File: src/rtl/uart_rx_fifo.sv
// -----------------------------------------------------------------------------
// uart_rx_fifo
//
// UART receiver with a first-word-fall-through receive FIFO. Frames are
// start + DATA_BITS (LSB first) + optional parity + STOP_BITS stop bits.
// Good frames are pushed into a small circular buffer; bad frames only set a
// sticky error flag.
//
// Parameters:
//   WAIT        clock cycles per UART bit (even, >= 4)
//   DATA_BITS   data bits per frame (5..8)
//   PARITY      0 = none, 1 = odd, 2 = even
//   STOP_BITS   1 or 2
//   FIFO_DEPTH  FIFO entries (power of 2, >= 2)
//
// Ports:
//   clk         system clock
//   reset       asynchronous active-high reset
//   uart_rx     asynchronous serial line, idles high
//   rd_en       pop strobe
//   r_data      FIFO head entry (valid when r_valid = 1)
//   r_valid     FIFO not empty
//   count       number of entries held
//   overrun     sticky: good frame arrived while the FIFO was full
//   frame_err   sticky: a stop bit was sampled low
//   parity_err  sticky: parity mismatch
//   clr_err     clears the three sticky flags (a same-cycle set wins)
//   dbg_state   current receiver FSM state (state_t encoding)
//
// Read handshake: r_valid is the FIFO's "valid", rd_en is the consumer's
// "ready". A pop happens on any clock edge where rd_en & r_valid; rd_en while
// r_valid = 0 has no effect. r_data must be taken before or on that edge.
// -----------------------------------------------------------------------------
module uart_rx_fifo #(
    parameter int WAIT       = 8,
    parameter int DATA_BITS  = 8,
    parameter int PARITY     = 0,
    parameter int STOP_BITS  = 1,
    parameter int FIFO_DEPTH = 4
) (
    input  logic                              clk,
    input  logic                              reset,
    input  logic                              uart_rx,
    input  logic                              rd_en,
    output logic [DATA_BITS-1:0]              r_data,
    output logic                              r_valid,
    output logic [$clog2(FIFO_DEPTH+1)-1:0]   count,
    output logic                              overrun,
    output logic                              frame_err,
    output logic                              parity_err,
    input  logic                              clr_err,
    output logic [2:0]                        dbg_state
);

    localparam int CNT_W = $clog2(WAIT);
    localparam int BIT_W = (DATA_BITS > 1) ? $clog2(DATA_BITS) : 1;
    localparam int PTR_W = $clog2(FIFO_DEPTH);
    localparam int CW    = $clog2(FIFO_DEPTH + 1);

    localparam logic [CNT_W-1:0] HALF_LOAD = CNT_W'(WAIT / 2 - 1);
    localparam logic [CNT_W-1:0] FULL_LOAD = CNT_W'(WAIT - 1);
    localparam logic [BIT_W-1:0] LAST_BIT  = BIT_W'(DATA_BITS - 1);
    localparam logic             LAST_STOP = 1'(STOP_BITS - 1);
    localparam logic [CW-1:0]    DEPTH_C   = CW'(FIFO_DEPTH);

    typedef enum logic [2:0] {
        IDLE     = 3'd0,
        START    = 3'd1,
        DATA     = 3'd2,
        PARITY_S = 3'd3,
        STOP     = 3'd4
    } state_t;

    state_t state, state_n;

    // Synchroniser plus delayed copy for falling-edge detection.
    logic rx_s1, rx_s2, rx_d;
    logic rx_fall;

    // Bit timing and frame collection.
    logic [CNT_W-1:0]     bit_cnt;
    logic [BIT_W-1:0]     bit_idx;
    logic                 stop_idx;
    logic                 stop_bad;
    logic                 par_bad;
    logic [DATA_BITS-1:0] shreg;

    // FSM strobes.
    logic tick;
    logic load_half, load_full;
    logic shift_en, par_en, stop_en, frame_end;

    // Frame outcome and FIFO control.
    logic stop_low, good, full, push, pop;
    logic set_ovr, set_ferr, set_perr;

    logic [DATA_BITS-1:0] mem [FIFO_DEPTH];
    logic [PTR_W-1:0]     wr_ptr, rd_ptr;

    // -------------------------------------------------------------------------
    // Synchroniser
    // -------------------------------------------------------------------------
    always_ff @(posedge clk or posedge reset) begin
        if (reset) begin
            rx_s1 <= 1'b1;
            rx_s2 <= 1'b1;
            rx_d  <= 1'b1;
        end else begin
            rx_s1 <= uart_rx;
            rx_s2 <= rx_s1;
            rx_d  <= rx_s2;
        end
    end

    assign rx_fall = rx_d & ~rx_s2;

    // -------------------------------------------------------------------------
    // FSM state register
    // -------------------------------------------------------------------------
    always_ff @(posedge clk or posedge reset) begin
        if (reset) state <= IDLE;
        else       state <= state_n;
    end

    assign dbg_state = state;

    // -------------------------------------------------------------------------
    // FSM next state and strobes
    // -------------------------------------------------------------------------
    // bit_cnt counts down to the next sample point; a sample is taken on the
    // edge where it has reached zero.
    assign tick = (bit_cnt == '0);

    always_comb begin
        state_n   = state;
        load_half = 1'b0;
        load_full = 1'b0;
        shift_en  = 1'b0;
        par_en    = 1'b0;
        stop_en   = 1'b0;
        frame_end = 1'b0;
        case (state)
            IDLE: begin
                if (rx_fall) begin
                    state_n   = START;
                    load_half = 1'b1;
                end
            end
            START: begin
                if (tick) begin
                    if (!rx_s2) begin
                        state_n   = DATA;
                        load_full = 1'b1;
                    end else begin
                        // Start bit gone by mid-bit: treat as a line glitch.
                        state_n = IDLE;
                    end
                end
            end
            DATA: begin
                if (tick) begin
                    shift_en  = 1'b1;
                    load_full = 1'b1;
                    if (bit_idx == LAST_BIT)
                        state_n = (PARITY != 0) ? PARITY_S : STOP;
                end
            end
            PARITY_S: begin
                if (tick) begin
                    par_en    = 1'b1;
                    load_full = 1'b1;
                    state_n   = STOP;
                end
            end
            STOP: begin
                if (tick) begin
                    stop_en = 1'b1;
                    if (stop_idx == LAST_STOP) begin
                        // Leave mid-stop-bit so the next start edge is caught.
                        frame_end = 1'b1;
                        state_n   = IDLE;
                    end else begin
                        load_full = 1'b1;
                    end
                end
            end
            default: state_n = IDLE;
        endcase
    end

    // -------------------------------------------------------------------------
    // Bit timing, shift register and per-frame error capture
    // -------------------------------------------------------------------------
    always_ff @(posedge clk or posedge reset) begin
        if (reset) begin
            bit_cnt  <= '0;
            bit_idx  <= '0;
            stop_idx <= 1'b0;
            stop_bad <= 1'b0;
            par_bad  <= 1'b0;
            shreg    <= '0;
        end else begin
            if (load_half)          bit_cnt <= HALF_LOAD;
            else if (load_full)     bit_cnt <= FULL_LOAD;
            else if (bit_cnt != '0) bit_cnt <= bit_cnt - 1'b1;

            if (load_half) begin
                bit_idx  <= '0;
                stop_idx <= 1'b0;
                stop_bad <= 1'b0;
                par_bad  <= 1'b0;
            end else begin
                if (shift_en) begin
                    shreg   <= {rx_s2, shreg[DATA_BITS-1:1]};
                    bit_idx <= bit_idx + 1'b1;
                end
                // Odd parity wants XOR(data, parity) = 1, even wants 0.
                if (par_en)
                    par_bad <= (((^shreg) ^ rx_s2) != (PARITY == 1));
                if (stop_en) begin
                    stop_idx <= stop_idx + 1'b1;
                    if (!rx_s2) stop_bad <= 1'b1;
                end
            end
        end
    end

    // -------------------------------------------------------------------------
    // Frame outcome: frame error beats parity error beats overrun
    // -------------------------------------------------------------------------
    assign stop_low = stop_bad | ~rx_s2;
    assign set_ferr = frame_end & stop_low;
    assign set_perr = frame_end & ~stop_low & par_bad;
    assign good     = frame_end & ~stop_low & ~par_bad;

    assign full     = (count == DEPTH_C);
    assign r_valid  = (count != '0);
    assign pop      = rd_en & r_valid;
    // A pop on the same edge frees the slot being written.
    assign push     = good & (~full | pop);
    assign set_ovr  = good & full & ~pop;

    // -------------------------------------------------------------------------
    // FIFO storage and pointers
    // -------------------------------------------------------------------------
    always_ff @(posedge clk or posedge reset) begin
        if (reset) begin
            for (int i = 0; i < FIFO_DEPTH; i++) mem[i] <= '0;
            wr_ptr <= '0;
            rd_ptr <= '0;
            count  <= '0;
        end else begin
            if (push) begin
                mem[wr_ptr] <= shreg;
                wr_ptr      <= wr_ptr + 1'b1;
            end
            if (pop) rd_ptr <= rd_ptr + 1'b1;
            case ({push, pop})
                2'b10:   count <= count + 1'b1;
                2'b01:   count <= count - 1'b1;
                default: count <= count;
            endcase
        end
    end

    assign r_data = mem[rd_ptr];

    // -------------------------------------------------------------------------
    // Sticky error flags
    // -------------------------------------------------------------------------
    always_ff @(posedge clk or posedge reset) begin
        if (reset) begin
            overrun    <= 1'b0;
            frame_err  <= 1'b0;
            parity_err <= 1'b0;
        end else begin
            if (set_ovr)      overrun <= 1'b1;
            else if (clr_err) overrun <= 1'b0;

            if (set_ferr)     frame_err <= 1'b1;
            else if (clr_err) frame_err <= 1'b0;

            if (set_perr)     parity_err <= 1'b1;
            else if (clr_err) parity_err <= 1'b0;
        end
    end

endmodule

File: config.mk
export PLATFORM = sky130hd
export DESIGN_NAME = uart_rx_fifo
export DESIGN_NICKNAME = d
export VERILOG_FILES = /design/src/rtl/uart_rx_fifo.sv
export SDC_FILE = /design/constraint.sdc
export NUM_CORES = 1
export LEC_CHECK = 0
export CAP_MARGIN = 30
export CORE_MARGIN = 2
export CORE_UTILIZATION = 35
export DETAILED_ROUTE_END_ITERATION = 16
export GPL_TIMING_DRIVEN = 0
export SYNTH_ARGS = -nofsm -noshare
export SYNTH_HDL_FRONTEND = slang
export SYNTH_SLANG_ARGS = --single-unit
File: constraint.sdc
create_clock -name clk -period 2.6 [get_ports clk]
set_clock_uncertainty 0.2 [all_clocks]
set_input_delay 0.26 -clock clk [delete_from_list [all_inputs] [get_ports clk]]
set_output_delay 0.26 -clock clk [all_outputs]
set_load 0.01 [all_outputs]
* Word level (Yosys, flattened, before mapping)
Index checks and enable logic that the tools add are counted.
** Word-level totals
- Word-level logic and storage cells :: 130
- Bits in registers :: 65
- Output and inout bits :: 18
** Cells by class
- Muxes and demuxes :: 46
- Magnitude comparators :: 3
- $add $sub $neg :: 7
- Bitwise gates (word level) :: 20
- Reduce and logical (&&, ||, !) cells :: 18
- Eq/ne operators :: 16
** Operator list (count)
- $mux 3 :: 12
- $bwmux 32 :: 1
- $mux 1 :: 24
- $mux 8 :: 3
- $bmux 8 s2 :: 1
- $demux 8 s2 :: 1
- $pmux 3 s5 :: 1
- $ne 2x2->1 const B :: 7
- $reduce_bool 2->1 :: 7
- $and 1x1->1 :: 9
- $eq 3x3->1 const B :: 3
- $reduce_bool 3->1 :: 3
- $reduce_xor 8->1 :: 1
- $reduce_and 7->1 :: 1
- $add 3x1->3 const B :: 2
- $eq 3x2->1 const B :: 2
- $ge 3x3->1 const B :: 2
- $logic_not 3->1 :: 2
- $not 1->1 :: 6
- $not 2->3 :: 2
- $pmux 3 s2 :: 1
- $sub 3x1->3 const B :: 2
- $add 2x1->2 const B :: 2
- $reduce_and 2->1 :: 2
- other kinds (12) :: 13

* Logic depth before layout (Yosys ltp)
Gate-level depths: netlist of run 1.
- Depth after elaboration :: 8
- Mapped depth :: 9
- Gate-level depth less buffers :: 9

* Least setup slack after synthesis of run 1
OpenSTA, ideal clock, no wires.
- Path type :: register -> register
- Start point :: reg bit_cnt[0]
- End point :: reg count[2]
- Cell stages (with the launch flop) :: 10
- Slack :: 0.285 ns
- Required time :: 2.272 ns
- Buffers on the path :: 0
- Data arrival time :: 1.988 ns
- Period minus slack after synthesis :: 2.315 ns
- Path through :: dfrtp_1 > inv_1 > ha_1 > and4bb_1 > and3_1 > nor2_1 > fa_1 > a311oi_1 > a31oi_2 > xnor2_1
** Between the ends
- Word-level cells in the longest chain between the ends :: 8
- Elaborated cells on any way between the ends :: 10
- Classes of those cells :: eq/ne (2); mux (3); bitwise (3); reduce/logical (2)
** Ends and longest elaborated chain
- start: declaration :: line 81 : logic [CNT_W-1:0] bit_cnt;
- start signal: assignment :: line 205 : else if (bit_cnt != '0) bit_cnt <= bit_cnt - 1'b1;
- $logic_not 3->1 (*) :: line 132 : assign tick = (bit_cnt == '0);
- $mux 1 (*) :: line 176 : if (tick) begin
- $mux 1 (*) :: line 142 : case (state)
- $and 1x1->1 (*) (2 in series) :: line 234 : assign good = frame_end & ~stop_low & ~par_bad;
- $and 1x1->1 (*) :: line 240 : assign push = good & (~full | pop);
- $eq 2x1->1 / $eq 2x2->1 (equally long branches) :: line 258 : case ({push, pop})
- $pmux 3 s2 / $reduce_bool 2->1 (equally long branches)
- end signal: assignment :: line 259 : 2'b10: count <= count + 1'b1;
- end signal: assignment :: line 260 : 2'b01: count <= count - 1'b1;
- end signal: assignment :: line 261 : default: count <= count;
- end: declaration :: line 47 : output logic [$clog2(FIFO_DEPTH+1)-1:0] count,
Every way passes the cells marked *; elsewhere a longest branch is shown, timed or not.
A chain may end at the register's enable or synchronous reset.

* Worst setup path after layout of run 1
Same ends and word-level chain as after synthesis.

==> flow_summary_export.csv, run 1 <==
group,metric,value,unit
setup_path,crit_path_cell_trace,"inv_1, ha_2, and4bb_2, and3_1, nor2_1, fa_1, a311oi_2, a31oi_2, xnor2_1",
setup_path,startpoint,"bit_cnt[0]$_DFFE_PP0P_",
setup_path,max_stage_delay,430,ps
finish,nets,268,
synth,syn-instance-count,221,
pwr,clkPwrFrac,0.343,
floorplanning,rows,35,
pwr,sw_frac_of_total,0.303,
sta,rsz0062_at_grt,"no",
synth,synth_area_per_cell,14.7,sq um
grt,antenna_found_initial,0,
setup_path,cp_slowest_cell,"fa_1",
run_status,status,"finished clean",
routing,num_vias,1853,
min_path,hold_path_class,"in -> reg",
floorplanning,coreArea,0.00911,sq mm
setup_path,reg2reg_to,"count[2]$_DFFE_PP0P_",
clock_network,htree_levels,3,
setup_path,r2r_cells,9,
sta,finalCritPeriodShare,0.946,
setup_path,ff2ff_setup_slack,140,ps
clock_network,clk_pin_slew_worst_paths,80,ps
clock_network,post-cts-setup-buffers,0,
synth,ys_types,49,
finish,drive_gt1_frac,0.309,
placement,dpl_cell_area,0.00363,sq mm
sta,setup_ws,140,ps
sta,slew_headroom,0.409,
finish,syn_to_final_growth,19.7,%
setup_path,endpoint_kind,"register",
setup_path,startpoint_type,"register",
clock_network,cts_root_buf,"clkbuf_8",
routing,wl_per_cell,15.9,um
synth,ys.flop_type,"dfrtp_1",
sta,tightestPinTransition,886,ps
finish,antennaDiodeCount,0,
floorplanning,initial_core_util,0.356,
synth,async_flop_share,1.00,
sta,setup_viol_count_final,0,
grt,gr-total-overflow,0,
placement,io_buffers,22,
min_path,hp-start,"uart_rx",
synth,yosysWarnings,0,
floorplanning,die_x,100,um
synth,synth_area_leaders,"dfrtp_1 (48%), mux2_4 (15%), mux4_2 (5.5%)",
clock_network,cts_num_sinks,65,
floorplanning,ioPinCount,23,
setup_path,critical_path_class,"reg -> reg",
routing,drc,0,
finish,final_common_cell,"dfrtp_1",
finish,final_area,0.00389,sq mm
placement,dpl.hpwl,3860,um
clock_network,cts_tree,"done",
sta,hold_viol_final,0,
synth,synth-seq-cells,65,
setup_path,worst-path-max-fanout,5,
synth,synth_top_area_frac,0.478,
clock_network,clock_latency,340,ps
clock_network,cts_max_path_buffers,2,
routing,first_pass_iters,4,
setup_path,cpLargestDelayFamily,"adder cells",
routing,route.final.wire_length,5880,um
setup_path,cp_num_buf_inv,1,
finish,fill_cells,873,
synth,syn_nets,235,
grt,grt_max_degree,41,
routing,postRouteAntennaNets,0,
setup_path,crit_required,2620,ps
synth,synth_area_leader_cell,"dfrtp_1",
pwr,power.density,806,mW/mm^2
finish,layout_common_cells,"dfrtp_1 (62), mux2_4 (32), clkdlybuf4s50_1 (22), nand2_1 (14), clkbuf_8 (10)",
placement,dp_slack,102,ps
synth,synth-edff-count,0,
routing,vias_per_cell,5.01,
synth,synth_area,0.00325,sq mm
sta,hold_ws,121,ps
synth,synth_seq_area_share,0.502,
grt,grt_pass1_vias,2020,
pwr,vdd_drop_max,434,uV
floorplanning,die_area,0.0101,sq mm
clock_network,cts_made_buffers,9,
pwr,p_seq_frac,0.413,
finish,fin_util,0.427,
floorplanning,die_height,100,um
pwr,p_leak,1.81,nW
placement,placed_cells,355,
pwr,power.switching,949,uW
sta,slew_violations,0,
setup_path,cp.arrival,2480,ps
sta,finalCriticalPeriod,2460,ps
sta,fmax,407,MHz
grt,grt_pass1_wl,10100,um
pwr,internal_power,2.18,mW
min_path,hold_end,"rx_s1$_DFF_PP1_",
min_path,hold_depth,1,
pwr,combPwrFrac,0.244,
placement,gp_congestion,0.751,
flow_run,maxCapViolCount,0,
finish,fin_cells,370,
routing,drt-initial-drc-count,40,
setup_path,r2r-start,"bit_cnt[0]$_DFFE_PP0P_",
grt,grt_use_total,0.132,
## cell type report
type                       instances  area, sq um  share of cell area
clock inverter                     6          115              0.0296
multi-input combinational        141         1540               0.397
clock buffer                      10          138              0.0354
buffer                             4         43.8              0.0113
inverter                          10         37.5             0.00966
sequential                        65         1630               0.420
timing repair buffer              23          240              0.0618
tap                              111          139              0.0357
## cell families after synthesis
| kind of cell | after synthesis | synth area share |
|---|---|---|
| DFF | 65 | 0.502 |
| muxes | 50 | 0.238 |
| and+or+nand+nor | 49 | 0.110 |
| AOI/OAI and AO/OA | 23 | 0.0520 |
| buffers and inverters | 15 | 0.0254 |
| xor gates and xnor gates | 10 | 0.0355 |
| adders and majority gates | 9 | 0.0370 |
## through the flow
stage / TNS (ps) / total power, mW
after floorplan: 0 / 1.82
after global placement: -41110 / 2.06
after detailed placement: 0 / 2.08
after CTS: 0 / 3.17
after global routing: 0 / 3.31
final: 0 / 3.13
## worst max path at each step
stage / endpoint / cells past startpoint
after detailed placement: count[2]$_DFFE_PP0P_ / 9
after CTS: r_data[4] / 3
final: count[2]$_DFFE_PP0P_ / 9
after floorplan: count[2]$_DFFE_PP0P_ / 9
after global placement: mem[26]$_DFFE_PP0P_ / 2
after global routing: count[2]$_DFFE_PP0P_ / 9
## power groups by stage
stage	combinational (mW)	sequential, mW	clock (mW)
CTS	0.765	1.30	1.11
finish	0.764	1.29	1.08
floorplan	0.555	1.27	0
detailed placement	0.798	1.28	0
global route	0.839	1.32	1.15
global placement	0.782	1.28	0
## Yosys cell counts, types with 2 or more instances
master and n:
mux2_4 32, mux2_1 8, nand3b_1 4, nor3_1 5, xnor2_1 7, nand2_1 14
buf_2 2, ha_1 8, or3_1 2, a21oi_1 5, o21ai_0 4, nor2_1 5
o21ai_1 3, inv_1 10, xnor3_1 2, dfrtp_1 62, dfstp_2 3, mux4_2 8
nand2_8 4, nand2b_1 4
## state kept, by name, summed over array words and instances (netlist names)
name        flops
rx_s1           1
shreg           8
stop_bad        1
rd_ptr          2
count           3
bit_idx         3
frame_err       1
rx_s2           1
overrun         1
par_bad         1
bit_cnt         3
mem            32
rx_d            1
parity_err      1
dbg_state       3
stop_idx        1
wr_ptr          2
## per-layer routing
metal  vias to the layer above  wire length, um  GRT usage
li1                        870                -          -
met1                       953             2770      0.164
met2                        24             2830      0.213
met3                         6              212     0.0494
met4                         0               66     0.0443
met5                         -                0          0
## repair_timing
| item | 4_1_cts | 5_1_grt |
|---|---|---|
| endpoints found under the setup margin | 1 | 9 |
| gates resized for setup | 0 | 4 |
| hold buffers | 0 | 0 |
(Power assumes the default switching activity.)
==> run 2: changes to the inputs <==
--- a/config.mk
+++ b/config.mk
@@ -13,3 +13,4 @@
 export SYNTH_ARGS = -nofsm -noshare
 export SYNTH_HDL_FRONTEND = slang
 export SYNTH_SLANG_ARGS = --single-unit
+export TNS_END_PERCENT = 10
==> results of run 2 <==
Final layout, timing and power as in run 1 (identical DEF).
